[config.mk]
export PLATFORM = sky130hd
export DESIGN_NAME = vp_word_packer
export DESIGN_NICKNAME = d
export VERILOG_FILES = /design/src/rtl/vp_pkg.sv /design/src/rtl/vp_sync_fifo.sv /design/src/rtl/vp_word_packer.sv
export SDC_FILE = /design/constraint.sdc
export NUM_CORES = 1
export LEC_CHECK = 0
export BUFFER_PORTS_ARGS = -buffer_cell sky130_fd_sc_hd__buf_2
export CAP_MARGIN = 40
export CORE_MARGIN = 8
export CORE_UTILIZATION = 35
export DETAILED_ROUTE_END_ITERATION = 7
export SLEW_MARGIN = 10
export SYNTH_ARGS = -nofsm -noshare
export SYNTH_HDL_FRONTEND = slang
export SYNTH_HIERARCHICAL = 1
export SYNTH_SLANG_ARGS = --single-unit
[constraint.sdc]
create_clock -name clk -period 4.55 [get_ports clk]
set_input_delay 0.91 -clock clk [delete_from_list [all_inputs] [get_ports clk]]
set_output_delay 0.91 -clock clk [all_outputs]
set_load 0.03 [all_outputs]
[src/rtl/vp_pkg.sv]
// ---------------------------------------------------------------------------
// vp_pkg
// Shared video-path definitions: pixel and packed-word widths, FIFO entry
// width ({sof, word}), the 2-bit packing phase encoding and the helper that
// builds the zero-padded word written when a frame ends mid-word.
// ---------------------------------------------------------------------------
package vp_pkg;

   localparam int PIXEL_W = 24;
   localparam int WORD_W  = 32;
   localparam int FIFO_W  = WORD_W + 1;

   // Packing phase: number of pixels already folded into the current word group
   typedef enum logic [1:0] {
      PH_0 = 2'd0,
      PH_1 = 2'd1,
      PH_2 = 2'd2,
      PH_3 = 2'd3
   } phase_e;

   // Zero-padded partial word emitted at frame end for the given phase
   function automatic logic [WORD_W-1:0] flush_word(input phase_e ph,
                                                    input logic [PIXEL_W-1:0] res);
      logic [WORD_W-1:0] w;
      case (ph)
         PH_1:    w = {8'h00, res[23:0]};
         PH_2:    w = {16'h0000, res[15:0]};
         PH_3:    w = {24'h00_0000, res[7:0]};
         default: w = {WORD_W{1'b0}};
      endcase
      return w;
   endfunction

endpackage

[src/rtl/vp_sync_fifo.sv]
// ---------------------------------------------------------------------------
// vp_sync_fifo
// Single-clock show-ahead FIFO. The head entry is presented combinationally
// and reads as zero while empty. A push while full is accepted only when a
// pop happens in the same cycle.
//   clk, rst       : clock, synchronous active-high reset
//   push/push_data : write request and data
//   pop            : remove head entry (ignored when empty)
//   head_data      : current head entry
//   full, empty    : occupancy flags
// ---------------------------------------------------------------------------
module vp_sync_fifo #(
   parameter int WIDTH = 33,
   parameter int DEPTH = 16,
   parameter int AW    = 4
) (
   input  logic             clk,
   input  logic             rst,
   input  logic             push,
   input  logic [WIDTH-1:0] push_data,
   input  logic             pop,
   output logic [WIDTH-1:0] head_data,
   output logic             full,
   output logic             empty
);

   logic [WIDTH-1:0] mem_q [DEPTH];
   logic [AW-1:0]    wr_ptr_q, wr_ptr_d;
   logic [AW-1:0]    rd_ptr_q, rd_ptr_d;
   logic [AW:0]      count_q, count_d;
   logic             push_ok_s;
   logic             pop_ok_s;

   assign full      = (count_q == (AW+1)'(DEPTH));
   assign empty     = (count_q == {(AW+1){1'b0}});
   assign head_data = empty ? {WIDTH{1'b0}} : mem_q[rd_ptr_q];

   // Next-state for pointers and occupancy
   always_comb begin
      pop_ok_s  = pop & ~empty;
      push_ok_s = push & (~full | pop_ok_s);
      wr_ptr_d  = wr_ptr_q;
      rd_ptr_d  = rd_ptr_q;
      if (push_ok_s) begin
         wr_ptr_d = wr_ptr_q + AW'(1);
      end else begin
         wr_ptr_d = wr_ptr_q;
      end
      if (pop_ok_s) begin
         rd_ptr_d = rd_ptr_q + AW'(1);
      end else begin
         rd_ptr_d = rd_ptr_q;
      end
      count_d = count_q + (AW+1)'(push_ok_s) - (AW+1)'(pop_ok_s);
   end

   // Pointer and occupancy registers
   always_ff @(posedge clk) begin
      if (rst) begin
         wr_ptr_q <= {AW{1'b0}};
         rd_ptr_q <= {AW{1'b0}};
         count_q  <= {(AW+1){1'b0}};
      end else begin
         wr_ptr_q <= wr_ptr_d;
         rd_ptr_q <= rd_ptr_d;
         count_q  <= count_d;
      end
   end

   // Storage array; contents are don't-care until written, head is masked when empty
   always_ff @(posedge clk) begin
      if (push_ok_s) begin
         mem_q[wr_ptr_q] <= push_data;
      end
   end

endmodule

[src/rtl/vp_word_packer.sv]
// ---------------------------------------------------------------------------
// vp_word_packer
// Packs a gapped 24-bit pixel stream densely (little-endian, 4 pixels -> 3
// words) into 32-bit words, zero-pads and flushes a partial word at frame
// end, and buffers words in a show-ahead FIFO behind a valid/ready port.
//   clk, rst            : pixel clock, synchronous active-high reset
//   EN                  : packing enable, sampled at frame start
//   pre_vs/pre_de       : frame valid / pixel valid from the crop stage
//   pre_data            : pixel {R,G,B}
//   m_valid/m_ready     : head word handshake
//   m_data, m_sof       : head word and first-word-of-frame marker
//   overflow            : sticky, a word was dropped on a full FIFO
//   frame_done          : one-cycle pulse after an enabled frame is flushed
// ---------------------------------------------------------------------------
module vp_word_packer
   import vp_pkg::*;
#(
   parameter int FIFO_DEPTH = 16,
   parameter int FIFO_AW    = 4
) (
   input  logic                clk,
   input  logic                rst,
   input  logic                EN,
   input  logic                pre_vs,
   input  logic                pre_de,
   input  logic [PIXEL_W-1:0]  pre_data,
   output logic                m_valid,
   input  logic                m_ready,
   output logic [WORD_W-1:0]   m_data,
   output logic                m_sof,
   output logic                overflow,
   output logic                frame_done
);

   logic               vs_d_q, vs_d_d;
   logic               vs_arm_q, vs_arm_d;
   logic               frame_en_q, frame_en_d;
   logic               sof_pend_q, sof_pend_d;
   logic               overflow_q, overflow_d;
   logic               frame_done_q, frame_done_d;
   phase_e             phase_q, phase_d;
   logic [PIXEL_W-1:0] res_q, res_d;

   logic               vs_rise_s, vs_fall_s, accept_s, flush_s;
   logic               push_s, pop_s, push_ok_s;
   logic [WORD_W-1:0]  push_word_s;
   logic [FIFO_W-1:0]  head_entry_s;
   logic               fifo_full_s, fifo_empty_s;

   assign m_valid    = ~fifo_empty_s;
   assign m_data     = head_entry_s[WORD_W-1:0];
   assign m_sof      = head_entry_s[WORD_W];
   assign overflow   = overflow_q;
   assign frame_done = frame_done_q;

   // Packing FSM next-state, FIFO push request and status flag updates
   always_comb begin
      // vs_arm blocks a false rising edge when reset releases with pre_vs already high
      vs_rise_s    = pre_vs & ~vs_d_q & vs_arm_q;
      vs_fall_s    = ~pre_vs & vs_d_q;
      accept_s     = frame_en_q & pre_vs & pre_de;
      flush_s      = vs_fall_s & frame_en_q;
      pop_s        = ~fifo_empty_s & m_ready;

      vs_d_d       = pre_vs;
      vs_arm_d     = vs_arm_q | ~pre_vs;
      frame_en_d   = frame_en_q;
      sof_pend_d   = sof_pend_q;
      overflow_d   = overflow_q;
      frame_done_d = flush_s;
      phase_d      = phase_q;
      res_d        = res_q;
      push_s       = 1'b0;
      push_word_s  = {WORD_W{1'b0}};

      if (accept_s) begin
         case (phase_q)
            PH_0: begin
               res_d   = pre_data;
               phase_d = PH_1;
            end
            PH_1: begin
               push_s      = 1'b1;
               push_word_s = {pre_data[7:0], res_q[23:0]};
               res_d[15:0] = pre_data[23:8];
               phase_d     = PH_2;
            end
            PH_2: begin
               push_s      = 1'b1;
               push_word_s = {pre_data[15:0], res_q[15:0]};
               res_d[7:0]  = pre_data[23:16];
               phase_d     = PH_3;
            end
            PH_3: begin
               push_s      = 1'b1;
               push_word_s = {pre_data[23:0], res_q[7:0]};
               phase_d     = PH_0;
            end
            default: begin
               phase_d = PH_0;
            end
         endcase
      end else if (flush_s) begin
         push_s      = (phase_q != PH_0);
         push_word_s = flush_word(phase_q, res_q);
         phase_d     = PH_0;
      end else begin
         phase_d = phase_q;
      end

      // Same acceptance rule as the FIFO: a full FIFO still takes a word if it pops now
      push_ok_s = push_s & (~fifo_full_s | pop_s);

      if (push_ok_s) begin
         sof_pend_d = 1'b0;
      end else begin
         sof_pend_d = sof_pend_q;
      end

      if (push_s & ~push_ok_s) begin
         overflow_d = 1'b1;
      end else begin
         overflow_d = overflow_q;
      end

      // Frame start overrides: a new enabled frame restarts packing and flags
      if (vs_rise_s) begin
         frame_en_d = EN;
         if (EN) begin
            overflow_d = 1'b0;
            sof_pend_d = 1'b1;
            phase_d    = PH_0;
         end else begin
            overflow_d = overflow_d;
         end
      end else begin
         frame_en_d = frame_en_q;
      end
   end

   // Packer state registers
   always_ff @(posedge clk) begin
      if (rst) begin
         vs_d_q       <= 1'b0;
         vs_arm_q     <= 1'b0;
         frame_en_q   <= 1'b0;
         sof_pend_q   <= 1'b0;
         overflow_q   <= 1'b0;
         frame_done_q <= 1'b0;
         phase_q      <= PH_0;
         res_q        <= {PIXEL_W{1'b0}};
      end else begin
         vs_d_q       <= vs_d_d;
         vs_arm_q     <= vs_arm_d;
         frame_en_q   <= frame_en_d;
         sof_pend_q   <= sof_pend_d;
         overflow_q   <= overflow_d;
         frame_done_q <= frame_done_d;
         phase_q      <= phase_d;
         res_q        <= res_d;
      end
   end

   vp_sync_fifo #(
      .WIDTH (FIFO_W),
      .DEPTH (FIFO_DEPTH),
      .AW    (FIFO_AW)
   ) u_fifo (
      .clk       (clk),
      .rst       (rst),
      .push      (push_s),
      .push_data ({sof_pend_q, push_word_s}),
      .pop       (pop_s),
      .head_data (head_entry_s),
      .full      (fifo_full_s),
      .empty     (fifo_empty_s)
   );

endmodule

; After elaboration in Yosys (flattened, before gate mapping)
; Memory sizes are Yosys's and may differ from the RTL's. A register that Yosys moved wholly into a read port is not among the register bits.
; Index checks and enable logic that the tools add are counted.
[totals]
ff_bits = 45
ramBits = 528
input_bits = 30
output_inout_bits = 36
wordCells = 75
memories = 1
[mem_list]
columns = name, words, width, rd, rd_ports_with_merged_regs, wr, line
row1 = u_fifo.mem_q, 16, 33, 1, 1, 1, vp_sync_fifo.sv:27  ; logic [WIDTH-1:0] mem_q [DEPTH];
[op_classes]
n_addsub = 4
n_eq_ne = 4
n_mux = 25
bitwise_logic = 19
n_reduce_logical = 9
[ops]
columns = op, n
row1 = 32-bit case mux with 3 select lines, 1
row2 = 24-bit case mux with 3 select lines, 1
row3 = 33-bit two-way mux, 1
row4 = 32-bit two-way mux, 1
row5 = 24-bit two-way mux, 1
row6 = 8-bit case mux with 3 select lines, 1
row7 = 8-bit case mux with 2 select lines, 1
row8 = 1-bit AND, 11
row9 = 1-bit two-way mux, 11
row10 = "4-bit by 1-bit adder with 4-bit output, second input constant", 2
row11 = 2-bit two-way mux, 4
row12 = 4-bit two-way mux, 2
row13 = 2-bit case mux with 4 select lines, 1
row14 = 2-bit AND reduction, 3
row15 = 5-bit by 1-bit adder with 5-bit output, 1
row16 = "5-bit equality test, second input constant", 1
row17 = 5-bit zero test, 1
row18 = 1-bit inverter, 5
row19 = 5-bit by 1-bit subtractor with 5-bit output, 1
row20 = "2-bit equality test, second input constant", 2
row21 = 2-bit nonzero test, 2
row22 = 1-bit OR, 3
row23 = 3-bit nonzero test, 1
row24 = 3-bit OR reduction, 1
row25 = 2 further kinds, 2

; Depth between registers and ports, before layout
[depth]
ltp_word = 11
mapped_depth = 17
mapped_depth_nobuf = 15

; Cells and area by module
; The synthesis kept the hierarchy.
[by_module_without_submodules]
columns = mod, instances, cells_each, area_each_um2, seq_area_each_um2
row1 = vp_sync_fifo, 1, 923, 20865.0, 16195.5
row2 = vp_word_packer, 1, 256, 2055.7, 640.6

; Worst setup path before layout
; No wires, ideal clock.
[synth_path]
path_type = register to register
startpoint = register u_fifo.count_q[2]
endpoint = memory u_fifo.mem_q[0][0] (enable)
setup_ns = 0.464
arrival_ns = 4.321
required_ns = 4.086
slack_ns = -0.236
stages_incl_launch_ff = 12
n_path_buf = 3
synth_period_minus_slack_ns = 4.786
path_cell_list = dfxtp_1 > inv_1 > ha_1 > or4b_1 > buf_2 > clkinv_1 > buf_2 > nor2b_1 > o21a_1 > clkbuf_1 > nand2_1 > nor3_1
[synth_between]
elab_chain_cells = 8
elab_cells_between_ends = 10
classes_between = 1 x eq/ne / 2 x mux / 6 x bitwise / 1 x reduce/logical
[synth_lines]
columns = element, line
row1 = "start, declared", vp_sync_fifo.sv:30  ; logic [AW:0] count_q, count_d;
row2 = "start signal, assigned", vp_sync_fifo.sv:62  ; count_q <= {(AW+1){1'b0}};
row3 = "start signal, assigned", vp_sync_fifo.sv:66  ; count_q <= count_d;
row4 = 5-bit zero test, vp_sync_fifo.sv:35  ; assign empty = (count_q == {(AW+1){1'b0}});
row5 = net fifo_empty_s, vp_word_packer.sv:48  ; logic fifo_full_s, fifo_empty_s;
row6 = 1-bit inverter, vp_word_packer.sv:63  ; pop_s = ~fifo_empty_s & m_ready;
row7 = 1-bit AND, vp_word_packer.sv:63
row8 = net pop_s, vp_word_packer.sv:45  ; logic push_s, pop_s, push_ok_s;
row9 = 1-bit AND, vp_sync_fifo.sv:40  ; pop_ok_s = pop & ~empty;
row10 = 1-bit OR, vp_sync_fifo.sv:41  ; push_ok_s = push & (~full | pop_ok_s);
row11 = 1-bit AND, vp_sync_fifo.sv:41
row12 = 1-bit two-way mux, vp_sync_fifo.sv:72  ; if (push_ok_s) begin
row13 = 1-bit two-way mux (implied by the code), vp_sync_fifo.sv:73  ; mem_q[wr_ptr_q] <= push_data;
row14 = "end, declared", vp_sync_fifo.sv:27
; The timed path passes the listed nets, and every way through them passes these cells.

; Final worst setup path
[layout_path]
startpoint = register u_fifo.count_q[2]
endpoint = output port m_data[15]
[layout_between]
elab_chain_cells = 2
[layout_lines]
columns = element, line
row1 = 5-bit zero test, vp_sync_fifo.sv:35
row2 = 33-bit two-way mux, vp_sync_fifo.sv:36  ; assign head_data = empty ? {WIDTH{1'b0}} : mem_q[rd_ptr_q];
row3 = "end, declared", vp_word_packer.sv:29  ; output logic [WORD_W-1:0] m_data,
; Every way passes these cells.

==> flow_summary_export.csv <==
group,metric,value,unit
floorplanning,dieArea,73900,sq um
sta,setup_viol,0,
sta,finClkSkew,16.8,ps
sta,relSlewSlack,0.401,
power_and_ir_drop,leakage,0.00905,uW
critical_path,path_class,"register to primary output",
critical_path,worstPathRequired,3640,ps
drt,viasPerCell,5.38,
clock_network,holdBufCountCts,0,
logic_synthesis,synth-edff-count,528,
floorplanning,initial_core_util,0.351,
global_route,grt_max_degree,48,
sta,tightest_slew,898,ps
global_route,grt_util_all_layers,0.144,
sta,slew_viol_final,0,
logic_synthesis,yosysWarningCount,6,
logic_synthesis,synth.cell_area,22900,sq um
sta,fmax,245,MHz
clock_network,clk_pin_slew,60,ps
logic_synthesis,yosysTopAreaCell,"edfxtp_1",
logic_synthesis,ys_top_cells_by_area,"edfxtp_1, mux4_2, dfxtp_1",
logic_synthesis,synth_top_flop_cell,"edfxtp_1",
logic_synthesis,synth_seq_area_share,0.735,
logic_synthesis,syn_avg_cell_area,19.4,sq um
critical_path,r2r_cells,15,
sta,fin_crit_sh,0.897,
status,outcome,"finished, violations left",
sta,fin_setup_tns,0,ps
clock_network,post_cts_buffers,0,
power_and_ir_drop,p_per_area,456,nW/um^2
placement,place_hpwl,32.0,mm
drt,wl_per_cell,24.7,um
sta,fin_crit,4080,ps
drt,drt-total-wl,54.0,mm
final_layout,final_nets,1319,
critical_path,r2r_slack,1170,ps
floorplanning,io_pins,66,
final_layout,final_core_utilization,0.404,
power_and_ir_drop,ir_drop,0.307,mV
final_layout,layout-drive-gt1-share,0.267,
power_and_ir_drop,finalPower,12000,uW
worst_hold_path,holdPathStages,2,
final_layout,antennaDiodeCount,0,
critical_path,timing.rr.end,"u_fifo/count_q[4]",
drt,ant_nets,0,
drt,drt_iter0_drc,1280,
sta,rsz0062_at_grt,"no",
placement,gp_congestion,0.810,
logic_synthesis,yosysTopAreaCellShare,0.692,
logic_synthesis,synth_cells,1179,
job,max-cap-violations,0,
drt,drc_errors,1,
critical_path,critPathLaunchType,"register",
critical_path,cp_data_arrival_time,3170,ps
global_route,grt_pass1_wl,80.6,mm
global_route,grt_overflow,0,
clock_network,numCtsBuffers,56,
clock_network,cts_tree,"yes",
floorplanning,coreArea,65300,sq um
logic_synthesis,synth_cell_types,54,
logic_synthesis,async_reset_ff_frac,0,
status,violations,"DRC",
drt,drt_first_pass_iters,8,
floorplanning,die_width,272,um
clock_network,htreeDepth,2,
clock_network,post_cts_resized,0,
global_route,antenna_found_initial,5,
drt,vias,11700,
placement,port_buffers,65,
critical_path,startpoint,"u_fifo/count_q[2]",
critical_path,cp-end-kind,"primary output",
worst_hold_path,min_from,"res_q[7]",
sta,hold_viol,0,
critical_path,r2r-start,"u_fifo/count_q[2]",
clock_network,cts_buffer_depth,3,
floorplanning,rows,94,
clock_network,worstSkewPairLatency,620,ps
critical_path,crit_end,"m_data[15]",
final_layout,syn_to_final_growth,15.1,%
logic_synthesis,ys_ff_latch,577,
logic_synthesis,syn-num-nets,1226,
global_route,grt_pass1_vias,12100,
worst_hold_path,hp-class,"register to register",
critical_path,crit_path_max_fanout,12,
floorplanning,dieHeight,272,um
clock_network,cts_sinks,577,
clock_network,clockRootBuffer,"clkbuf_16",
-- sequential cells by signal (all words and copies together) (netlist names), 2 cells and up, named ones only --
name	cells
phase_q	2
res_q	24
u_fifo/count_q	5
u_fifo/mem_q	528
u_fifo/rd_ptr_q	4
u_fifo/wr_ptr_q	4
-- worst min path at each step --
| stage | slack, ps | to |
|---|---|---|
| floorplan | 430 | res_q[0] |
| global placement | 440 | res_q[17] |
| detailed placement | 450 | res_q[7] |
| CTS | 450 | res_q[7] |
| global route | 470 | res_q[7] |
| finish | 450 | res_q[7] |
-- layer usage --
metal,vias up,GRT usage,wire [um]
met2,397,0.233,26000
li1,5051,-,-
met3,71,0.0296,3530
met1,6217,0.202,23600
met4,2,0.0297,850
met5,-,0,13
-- critical path, stage by stage, from the launching register on --
cell and delay, ps:
dfxtp_1 350, inv_1 70, ha_1 200, or4b_1 310
nand2_1 160, nor2_4 520, buf_4 360, a221o_1 310
buf_2 250
-- cells in the final DEF (no fill, tap or decap), types with 9 or more instances in the layout --
cell,Yosys,final
mux2i_1,41,41
edfxtp_1,528,528
inv_1,15,15
dfxtp_1,49,45
clkinv_2,0,9
nor2_1,59,46
and2_1,9,9
a221o_1,41,41
buf_2,39,65
a211oi_1,10,10
ha_1,16,16
nor3_1,38,34
a21oi_1,24,24
and3_1,9,9
clkbuf_1,24,11
buf_4,2,31
nand2_1,38,38
mux4_2,132,132
nor2_4,0,13
clkinv_1,1,17
clkbuf_16,0,56
buf_12,0,14
-- cells by family (layout without fill, tap and decap cells) --
group,Yosys count,after routing,share of synthesized area
flops,577,577,0.735
simple gates,189,189,0.0408
mux,174,174,0.148
compound gates,119,119,0.0427
buf+inv,94,233,0.0208
fa+ha+maj,17,17,0.00961
xor+xnor,9,9,0.00344
-- where the power goes --
part / internal [uW] / total (uW) / switching (uW)
Combinational: 811 / 1690 / 883
Clock: 2550 / 4490 / 1940
Sequential: 5730 / 5850 / 112
-- synth_stat cells (3+ instances only) --
| library cell | count |
|---|---|
| mux4_2 | 132 |
| a222oi_1 | 8 |
| nor3_1 | 38 |
| mux2i_1 | 41 |
| xnor2_1 | 3 |
| buf_1 | 4 |
| o21ai_0 | 3 |
| a211oi_1 | 10 |
| nor2_1 | 59 |
| clkbuf_1 | 24 |
| inv_1 | 15 |
| buf_6 | 9 |
| and3_1 | 9 |
| nand3b_1 | 4 |
| ha_1 | 16 |
| a32oi_1 | 7 |
| edfxtp_1 | 528 |
| a221o_1 | 41 |
| buf_2 | 39 |
| and2_1 | 9 |
| nand3_1 | 5 |
| a211o_1 | 8 |
| nand2_1 | 38 |
| xor2_1 | 6 |
| a22oi_1 | 8 |
| nand2b_1 | 6 |
| nor2b_1 | 5 |
| a21oi_1 | 24 |
| dfxtp_1 | 49 |
-- area by class of cell --
| class | count | area, sq um |
|---|---|---|
| clock buffer | 67 | 1440 |
| tap | 864 | 1080 |
| sequential | 577 | 16800 |
| inverter | 16 | 60.1 |
| timing repair buffer | 113 | 872 |
| fill | 5790 | 38900 |
| clock inverter | 37 | 330 |
| multi-input combinational | 508 | 5740 |
-- metrics by stage --
step	worst slack (ps)	hold WS (ps)	std cells	instance area (sq um)
2_1_floorplan	13.2	432	1179	22900
3_5_place_dp	1110	445	2076	24600
3_3_place_gp	1130	443	2064	24500
6_report	470	451	2182	26400
4_1_cts	455	453	2180	26400
5_1_grt	362	466	2182	26400
Power figures use the tool's default switching activity.
